**config.mk**
```make
export PLATFORM = sky130hd
export DESIGN_NAME = cpu_sequencer
export DESIGN_NICKNAME = d
export VERILOG_FILES = /design/src/rtl/cpu_sequencer.sv
export SDC_FILE = /design/constraint.sdc
export NUM_CORES = 1
export LEC_CHECK = 0
export CAP_MARGIN = 20
export CELL_PAD_IN_SITES_DETAIL_PLACEMENT = 0
export CELL_PAD_IN_SITES_GLOBAL_PLACEMENT = 1
export CORE_ASPECT_RATIO = 1.2
export CORE_MARGIN = 2
export CORE_UTILIZATION = 37
export DETAILED_ROUTE_END_ITERATION = 8
export PLACE_DENSITY_LB_ADDON = 0.1
export SETUP_SLACK_MARGIN = 0.15
export SYNTH_ARGS = -nofsm -noshare
export SYNTH_HDL_FRONTEND = slang
export SYNTH_SLANG_ARGS = --single-unit
```
**constraint.sdc**
```tcl
create_clock -name clk -period 4.8 [get_ports clk]
set_input_delay 0.48 -clock clk [delete_from_list [all_inputs] [get_ports clk]]
set_output_delay 0.48 -clock clk [all_outputs]
set_load 0.02 [all_outputs]
```
**src/rtl/cpu_sequencer.sv**
```systemverilog
// Multi-cycle CPU control sequencer: fetch, execute, data-memory wait and
// interrupt entry, with every strobe decoded combinationally from state and inputs.
module cpu_sequencer #(
  parameter int unsigned MEM_TIMEOUT = 255
) (
  input  logic       clk,
  input  logic       rst_n,
  input  logic [6:0] opcode,
  input  logic       dec_rf_we,
  input  logic       dec_csr_en,
  input  logic       dec_is_mret,
  input  logic       intr,
  input  logic       csr_mie,
  input  logic       mem_ready,
  output logic       mem_rden1,
  output logic       ir_we,
  output logic       mem_rden2,
  output logic       mem_we2,
  output logic       pc_we,
  output logic       rf_we,
  output logic       csr_we,
  output logic       mret_exec,
  output logic       int_taken,
  output logic       bus_err,
  output logic [1:0] state_o
);

  localparam logic [1:0] S_FETCH = 2'b00;
  localparam logic [1:0] S_EXEC  = 2'b01;
  localparam logic [1:0] S_MEM   = 2'b10;
  localparam logic [1:0] S_INTR  = 2'b11;

  localparam logic [6:0] OP_LOAD   = 7'b0000011;
  localparam logic [6:0] OP_STORE  = 7'b0100011;
  localparam logic [6:0] OP_IMM    = 7'b0010011;
  localparam logic [6:0] OP_REG    = 7'b0110011;
  localparam logic [6:0] OP_LUI    = 7'b0110111;
  localparam logic [6:0] OP_AUIPC  = 7'b0010111;
  localparam logic [6:0] OP_JAL    = 7'b1101111;
  localparam logic [6:0] OP_JALR   = 7'b1100111;
  localparam logic [6:0] OP_BRANCH = 7'b1100011;
  localparam logic [6:0] OP_FENCE  = 7'b0001111;
  localparam logic [6:0] OP_SYSTEM = 7'b1110011;

  logic [1:0] state, state_nxt;
  logic [7:0] wait_cnt;
  logic       mem_is_load;
  logic       known_op, timeout, complete;
  logic       rden1_c, ir_we_c, rden2_c, we2_c, pc_we_c, rf_we_c;
  logic       csr_we_c, mret_c, int_c, err_c;

  always_comb begin
    case (opcode)
      OP_IMM, OP_REG, OP_LUI, OP_AUIPC, OP_JAL, OP_JALR,
      OP_BRANCH, OP_FENCE, OP_SYSTEM: known_op = 1'b1;
      default:                        known_op = 1'b0;
    endcase
  end

  // Counter saturates at 255, so timeouts above 255 can never fire.
  assign timeout = (MEM_TIMEOUT != 0) && ({24'd0, wait_cnt} == MEM_TIMEOUT) && !mem_ready;

  always_comb begin
    state_nxt = state;
    complete  = 1'b0;
    rden1_c   = 1'b0;
    ir_we_c   = 1'b0;
    rden2_c   = 1'b0;
    we2_c     = 1'b0;
    pc_we_c   = 1'b0;
    rf_we_c   = 1'b0;
    csr_we_c  = 1'b0;
    mret_c    = 1'b0;
    int_c     = 1'b0;
    err_c     = 1'b0;
    case (state)
      S_FETCH: begin
        rden1_c = 1'b1;
        if (mem_ready) begin
          ir_we_c   = 1'b1;
          state_nxt = S_EXEC;
        end
      end
      S_EXEC: begin
        if (opcode == OP_LOAD) begin
          rden2_c   = 1'b1;
          state_nxt = S_MEM;
        end else if (opcode == OP_STORE) begin
          we2_c     = 1'b1;
          state_nxt = S_MEM;
        end else begin
          complete = 1'b1;
          pc_we_c  = 1'b1;
          rf_we_c  = dec_rf_we & known_op;
          csr_we_c = dec_csr_en & known_op;
          mret_c   = dec_is_mret;
        end
      end
      S_MEM: begin
        if (mem_ready) begin
          rden2_c  = mem_is_load;
          we2_c    = !mem_is_load;
          pc_we_c  = 1'b1;
          rf_we_c  = mem_is_load;
          complete = 1'b1;
        end else if (timeout) begin
          err_c    = 1'b1;
          pc_we_c  = 1'b1;
          complete = 1'b1;
        end else begin
          rden2_c = mem_is_load;
          we2_c   = !mem_is_load;
        end
      end
      default: begin
        int_c     = 1'b1;
        pc_we_c   = 1'b1;
        state_nxt = S_FETCH;
      end
    endcase
    // Interrupts are only considered at instruction boundaries.
    if (complete)
      state_nxt = (intr && csr_mie && !mret_c) ? S_INTR : S_FETCH;
  end

  always_ff @(posedge clk or negedge rst_n) begin
    if (!rst_n) begin
      state       <= S_FETCH;
      wait_cnt    <= 8'd0;
      mem_is_load <= 1'b0;
    end else begin
      state <= state_nxt;
      if (state == S_EXEC) begin
        wait_cnt    <= 8'd0;
        mem_is_load <= (opcode == OP_LOAD);
      end else if (state == S_MEM && !mem_ready && wait_cnt != 8'hFF) begin
        wait_cnt <= wait_cnt + 8'd1;
      end
    end
  end

  // Outputs are forced low while reset is held, whatever the inputs do.
  assign mem_rden1 = rden1_c  & rst_n;
  assign ir_we     = ir_we_c  & rst_n;
  assign mem_rden2 = rden2_c  & rst_n;
  assign mem_we2   = we2_c    & rst_n;
  assign pc_we     = pc_we_c  & rst_n;
  assign rf_we     = rf_we_c  & rst_n;
  assign csr_we    = csr_we_c & rst_n;
  assign mret_exec = mret_c   & rst_n;
  assign int_taken = int_c    & rst_n;
  assign bus_err   = err_c    & rst_n;
  assign state_o   = state;

endmodule
```
; After elaboration in Yosys (flattened, before gate mapping)
; Index checks and enable logic that the tools add are counted.
[totals]
inputBits = 15
regBits = 11
output_inout_bits = 12
elab_cells = 87
[classes]
eq_ne = 18
n_bitwise = 12
addsub = 1
mux = 40
reduce_logical = 13
[op_table]
columns = op, n
row1 = 7-bit == test (second input constant), 4
row2 = 1-bit two-way mux, 27
row3 = 7-bit by 6-bit == test with 1-bit output (second input constant), 3
row4 = 8-bit two-way mux, 2
row5 = 7-bit by 5-bit == test with 1-bit output (second input constant), 2
row6 = 1-bit AND, 12
row7 = 2-bit two-way mux, 5
row8 = 9-bit OR reduction, 1
row9 = 8-bit by 1-bit adder with 8-bit output (second input constant), 1
row10 = 8-bit == test (second input constant), 1
row11 = 8-bit != test (second input constant), 1
row12 = 1-bit case mux with 2 select lines, 4
row13 = 7-bit by 2-bit == test with 1-bit output (second input constant), 1
row14 = 7-bit by 4-bit == test with 1-bit output (second input constant), 1
row15 = 2-bit case mux with 3 select lines, 1
row16 = 1-bit logical AND, 5
row17 = 4-bit by 3-bit != test with 1-bit output (second input constant), 1
row18 = 1-bit logical NOT, 3
row19 = 3-bit != test (second input constant), 1
row20 = 1-bit case mux with 3 select lines, 1
row21 = 3-bit AND reduction, 1
row22 = 3-bit OR reduction, 1
row23 = 2-bit by 1-bit == test with 1-bit output (second input constant), 1
row24 = 2-bit == test (second input constant), 1
row25 = 3 further kinds, 3

; Logic depth before layout (Yosys ltp)
; Gate-level depths: netlist of the first run.
[depth]
word_depth = 8
mapped_depth = 7
ltp_nobuf = 6

; Worst setup path after synthesis of the first run
; No wires, ideal clock.
[synth_path]
path_kind = input -> output
start = input opcode[2]
end = output mem_rden2
path_buffers = 0
stages = 4
arrival_ps = 1678
t_required_ps = 4320
path_slack_ps = 2642
path_cell_list = or4_4 nor3_1 nand2b_1 a21oi_1
[synth_via]
elab_chain_len = 4
[synth_rtl]
columns = element, line
row1 = start: declaration, 8  ; input logic [6:0] opcode,
row2 = 7-bit by 2-bit == test with 1-bit output, 85  ; if (opcode == OP_LOAD) begin
row3 = 1-bit two-way mux, 85
row4 = 1-bit case mux with 2 select lines, 76  ; case (state)
row5 = 1-bit AND, 145  ; assign mem_rden2 = rden2_c & rst_n;
row6 = end: declaration, 17  ; output logic mem_rden2,
; Every way passes these cells.

; Worst setup path in the final report of the first run
[layout_path]
start = register state[1] (netlist: state_o[1])
end = output mem_rden2
[layout_via]
elab_chain_len = 3
elab_cells_between_ends = 4
classes_between = 2 x eq/ne / 1 x mux / 1 x bitwise
[layout_rtl]
columns = element, line
row1 = start: declaration, 45  ; logic [1:0] state, state_nxt;
row2 = start signal: assignment, 132  ; state <= state_nxt;
row3 = 2-bit == test or 2-bit by 1-bit == test with 1-bit output (tied branches), 76
row4 = 1-bit case mux with 2 select lines *, 76
row5 = 1-bit AND *, 145
; Every way passes the cells marked *; elsewhere a longest branch is shown, timed or not.

==> flow_summary.yaml, run 1 <==
clock_network:
  cts_root_buf: "clkbuf_4"
  postCtsSetupRepairBufs: 0
  clockBufferDepth: 2
  htreeDepth: 1
  cts_tree: "done"
  cts_resized: 0
  numCtsBuffers: 3
  cts.hold.buffers_added: 0
  cts.clk_slew.worst_paths_ns: 0.07
  insertion_delay_ns: 0.27
  cts.sinks: 11
critical_path:
  critPathBufInv: 3
  start_kind: "flip-flop"
  crit_family: "buffers and inverters"
  cp_common_cell: "inv_1"
  worstSetupEndpointType: "output pin"
  cp_slowest_cell: "clkdlybuf4s50_1"
  worstPathArrival_ns: 2.66
  slowest_delay_ns: 0.62
  worstPathRequired_ns: 4.32
  critical_path.cell_chain: "inv_1 -> ha_1 -> inv_1 -> nor3_1 -> nand2b_1 -> a21oi_1 -> clkdlybuf4s50_1"
  cp_max_fo: 15
  path_class: "flip-flop to output pin"
sta:
  final_max_slew_viol_count: 0
  worst_slack_ns: 1.656
  finClkSkew_ns: 0.0007897
  period_needed_ns: 3.144
  worst_pin_slew_ns: 0.7244
  relSlewSlack_pct: 51.55
  fin_setup_tns_ns: 0
  max_freq_ghz: 0.3181
  rsz0062_at_grt: "no"
  finalHoldViolCount: 0
  finalCritPeriodShare_pct: 65.49
  setup_viol: 0
floorplanning:
  rows: 19
  fp.dieW_um: 49.73
  dieArea_um2: 2927
  initial_core_util_pct: 39.85
  die_height_um: 58.87
  core_area_um2: 2330
  io_pins: 27
detailed_routing:
  drt_wl_total_um: 2146
  vias_per_cell: 5.419
  remaining_drc_errors: 0
  ant_nets: 0
  drt_iter0_drc: 13
  vias: 905
  wl_per_cell_um: 12.85
  firstDrtPassIters: 4
final_layout:
  area_delta_synth_final_pct: 33.83
  final_core_util_pct: 53.33
  post-route-cell-area_um2: 1242
  final_nets: 159
  n_antenna_cell: 0
  drive_gt1_share_pct: 6.618
synthesis:
  synth_edf_count: 0
  postSynthAreaPerCell_um2: 8.596
  ys_ff_latch: 11
  async_flop_share_pct: 100.0
  synth_cells: 108
  yosys-top-cells-area: "dfrtp_1 30%, ha_1 9.4%, a21oi_1 4.9%, mux2i_1 4.3%, nand2_1 4.0%"
  ys_types: 40
  ys.flop_type: "dfrtp_1"
  synth_most_common_cell: "dfrtp_1"
  ys.warnings.count: 0
  yosys.area.top_type: "dfrtp_1"
  synth.top_cell.area_share_pct: 29.65
  syn-cell-area_um2: 928.4
  ys_seq_area_share_pct: 29.65
  netlist_top_cells_count: "11 x dfrtp_1, 10 x nand2_1, 9 x a21oi_1"
  synth_nets: 130
flow_run:
  maxCapViolCount: 0
place:
  dpl_cell_area_um2: 1216
  io_buffers: 26
  dpl.hpwl_um: 1625
  place_congestion: 0.6956
  dp_slack_ns: 1.725
run_status:
  outcome: "completed"
global_routing:
  grt_pass1_vias: 893
  met3_usage_pct: 2.284
  grtUsageTotal_pct: 16.90
  antenna_found_initial: 0
  grt_pass1_wl_um: 3898
  gr-usage-met2_pct: 29.14
  grt-busiest-layer: "met2"
  gr-total-overflow: 0
  grt_util_met1_pct: 20.73
  grt_max_degree: 20
power_and_ir_drop:
  p_switching_w: 0.0001912
  power_frac_seq_pct: 26.7
  sw_frac_of_total_pct: 42.62
  p_int_w: 0.0002574
  total_power_w: 0.0004486
  pwr-share-comb_pct: 59.3
  leakage_nw: 0.4818
  peakVddDrop_mv: 0.2133
  p_clk_share_pct: 14.0
  power.density_nw_per_um2: 361.1
hold_path:
  hp-class: "flip-flop to flip-flop"
path summary, 6_finish.rpt:
kind / startpoint / to / slack, ns / cells past startpoint
min reg2reg: wait_cnt[1] / wait_cnt[1] / 0.56 / 2
min: wait_cnt[1] / wait_cnt[1] / 0.56 / 2
max: state_o[1] / mem_rden2 / 1.66 / 7
min in group asynchronous: rst_n / state_o[0] / 0.64 / 1
max reg2reg: state_o[0] / wait_cnt[5] / 2.53 / 6
max in group asynchronous: rst_n / mem_is_load / 3.70 / 1
metal layers:
layer	share of wire [%]	up-vias	routed length [um]
met1	45	421	961
met5	0	-	0
met4	1.6	0	35
met3	3.5	5	76
li1	-	461	-
met2	50	18	1073
tightest hold or removal path, delay by kind of cell, from the launching register on:
| family | cells | cell delay (ns) |
|---|---|---|
| DFF | 1 | 0.37 |
| muxes | 1 | 0.08 |
| and+or+nand+nor | 1 | 0.08 |
state kept, by name, indices dropped and copies added, names as in the netlist:
signal and flops:
wait_cnt 8, state_o 2, mem_is_load 1
power by group through the flow:
| stage | clock network [W] | registers, W | logic, W |
|---|---|---|---|
| after global routing | 0.0000688 | 0.000123 | 0.000295 |
| after floorplan | 0 | 0.000129 | 0.000175 |
| final | 0.0000628 | 0.000120 | 0.000266 |
| after detailed placement | 0 | 0.000122 | 0.000270 |
| after global placement | 0 | 0.000121 | 0.000267 |
| after CTS | 0.0000637 | 0.000120 | 0.000271 |
through the flow:
step | std cells | hold WS (ns)
4_1_cts | 167 | 0.5713
6_report | 167 | 0.5596
3_3_place_gp | 163 | 0.5364
3_5_place_dp | 163 | 0.5555
5_1_grt | 167 | 0.5972
2_1_floorplan | 108 | 0.1844
cells in the final DEF (no fill, tap or decap), drive strengths merged, types with 3 or more instances in the layout:
| cell type | Yosys | routed |
|---|---|---|
| clkdlybuf4s50 | 0 | 26 |
| dfrtp | 11 | 11 |
| nand2 | 10 | 10 |
| a21oi | 9 | 9 |
| nand3 | 7 | 7 |
| ha | 7 | 7 |
| inv | 6 | 6 |
| nor2 | 6 | 6 |
| and2 | 4 | 4 |
| o21ai | 4 | 4 |
| mux2i | 4 | 4 |
| clkbuf | 1 | 4 |
| and3 | 3 | 3 |
| nand2b | 3 | 3 |
| or4 | 3 | 3 |
area by class of cell:
type	count	area [um^2]
tap	31	38.79
inverter	6	22.52
multi-input combinational	89	619.3
timing repair buffer	26	260.3
sequential	11	275.3
clock buffer	4	26.28
fill	240	1087
kinds of logic after synthesis:
kind of cell             synth area share (%)
buffers and inverters                   3.639
adder cells (fa/ha/maj)                 9.434
flip-flops                              29.65
AND/OR/NAND/NOR                         28.84
XOR/XNOR                                1.887
multiplexers                            4.313
AO/OA/AOI/OAI                           22.24
Power figures use the tool's default switching activity.
==> inputs of run 2 (changes only) <==
- CORE_UTILIZATION: 37 -> 34
- clock period: 4.8 -> 3.2 ns (I/O delays scaled with it)
==> run 2 against run 1 <==
Against the previous run:
- sequential share of layout area down 0.35 points
- power up 55%
- final cell count up 2.4%
- critical endpoint is now pc_we
- clock skew about the same
- utilization down 4.3 points
- sequential power up 51%
- count of clock-buffer cells in the layout unchanged
==> flow_summary.yaml, run 2 (synthesis gave the netlist of run 1 again) <==
run_status:
  outcome: "completed"
place:
  dpl.hpwl_um: 1725
  place_congestion: 0.7232
  dp_slack_ns: 0.4444
  dpl_cell_area_um2: 1234
  io_buffers: 26
  place_inst: 167
global_routing:
  grtUsageTotal_pct: 15.48
  gr-total-overflow: 0
  grt_max_degree: 20
  antenna_found_initial: 0
  grt_pass1_wl_um: 3698
  grt_pass1_vias: 846
clock_network:
  numCtsBuffers: 3
  htreeDepth: 1
  cts_tree: "done"
  cts.clk_slew.worst_paths_ns: 0.07
  cts.sinks: 11
  cts_root_buf: "clkbuf_4"
  insertion_delay_ns: 0.27
  clockBufferDepth: 2
sta:
  worst_pin_slew_ns: 0.4819
  setup_viol: 0
  finalHoldViolCount: 0
  finClkSkew_ns: 0.0007986
  max_freq_ghz: 0.3632
  fin_setup_tns_ns: 0
  final_max_slew_viol_count: 0
  hold_slack_ns: 0.3850
  worst_slack_ns: 0.4465
  finalCritPeriodShare_pct: 86.05
  relSlewSlack_pct: 67.05
  period_needed_ns: 2.754
  rsz0062_at_grt: "no"
final_layout:
  largest_register: "wait_cnt"
  post-route-cell-area_um2: 1262
  area_delta_synth_final_pct: 35.98
  layout.cells.non_filler: 171
  n_antenna_cell: 0
  layout_commonest_cell: "clkdlybuf4s50_1"
  final_cell_mix: "26 x clkdlybuf4s50_1, 11 x dfrtp_1, 10 x nand2_1"
  largest_reg_flops: 8
  final_nets: 161
  drive_gt1_share_pct: 8.696
floorplanning:
  initial_core_util_pct: 36.02
  dieArea_um2: 3166
  core_area_um2: 2577
  fp.dieW_um: 51.70
  die_height_um: 61.24
  rows: 20
  io_pins: 27
detailed_routing:
  ant_nets: 0
  firstDrtPassIters: 4
  vias: 929
  drt_wl_total_um: 2259
  vias_per_cell: 5.433
  drt_iter0_drc: 20
  wl_per_cell_um: 13.21
  remaining_drc_errors: 0
flow_run:
  maxCapViolCount: 0
power_and_ir_drop:
  p_clk_share_pct: 13.6
  power_frac_seq_pct: 26.0
  p_int_w: 0.0003997
  pwr-share-comb_pct: 60.4
  leakage_nw: 0.4904
  power.density_nw_per_um2: 551.5
  sw_frac_of_total_pct: 42.58
  p_switching_w: 0.0002965
  peakVddDrop_mv: 0.4254
critical_path:
  worstPathArrival_ns: 2.43
  startpoint: "opcode[2]"
  cp_max_fo: 5
  timing.rr.end: "wait_cnt[5]"
  path_class: "input pin to output pin"
  start_kind: "input pin"
  r2r_cells: 6
  worstSetupEndpointType: "output pin"
  worstPathRequired_ns: 2.88
  worstReg2RegStart: "state_o[0]"
  ff2ff_setup_slack_ns: 0.96
hold_path:
  hp-class: "input pin to async pin"
[run 2: power groups by stage]
stage	logic (W)	clock network, W	registers [W]
floorplan	0.000262	0	0.000194
global placement	0.000419	0	0.000182
detailed placement	0.000422	0	0.000183
CTS	0.000426	0.0000984	0.000181
global route	0.000463	0.000105	0.000186
finish	0.000420	0.0000946	0.000181
[run 2: layout make-up]
type                       count  area (um^2)
clock buffer                   4        26.28
tap                           33        41.29
fill                         268         1315
multi-input combinational     89        621.8
timing repair buffer          28        275.3
sequential                    11        275.3
inverter                       6        22.52
[run 2: worst max path at each step]
stage                             end  slack, ns  cells after the start
after CTS                     mem_we2       0.29                      7
after global routing          mem_we2       0.31                      7
after floorplan           wait_cnt[5]       1.19                      7
final                           pc_we       0.45                      6
after detailed placement      mem_we2       0.44                      6
after global placement      mem_rden2       0.47                      6
[run 2: metal layers]
metal / track usage [%] / wire, um / vias up
met2: 28.21 / 1128 / 29
li1: - / - / 463
met3: 1.456 / 140 / 5
met4: 7.895 / 39 / 0
met5: 0 / 0 / -
met1: 18.18 / 952 / 432
[run 2: critical path: stages]
cell and delay [ns]:
clkdlybuf4s50_1 0.44, or4_4 0.60, o21ai_0 0.26, nand3_1 0.12, o21a_1 0.17, clkdlybuf4s50_1 0.53
[run 2: through the flow]
| step | power (W) | utilization [%] |
|---|---|---|
| CTS | 0.0007056 | 48.88 |
| floorplan | 0.0004556 | - |
| global placement | 0.0006004 | 47.86 |
| finish | 0.0006962 | 48.98 |
| global route | 0.0007538 | 48.98 |
| detailed placement | 0.0006058 | 47.86 |
[run 2: repair_timing]
item	CTS	global route
setup endpoints to repair	0	1
hold buffers	0	0
gates resized for setup	0	1
setup buffers	0	0
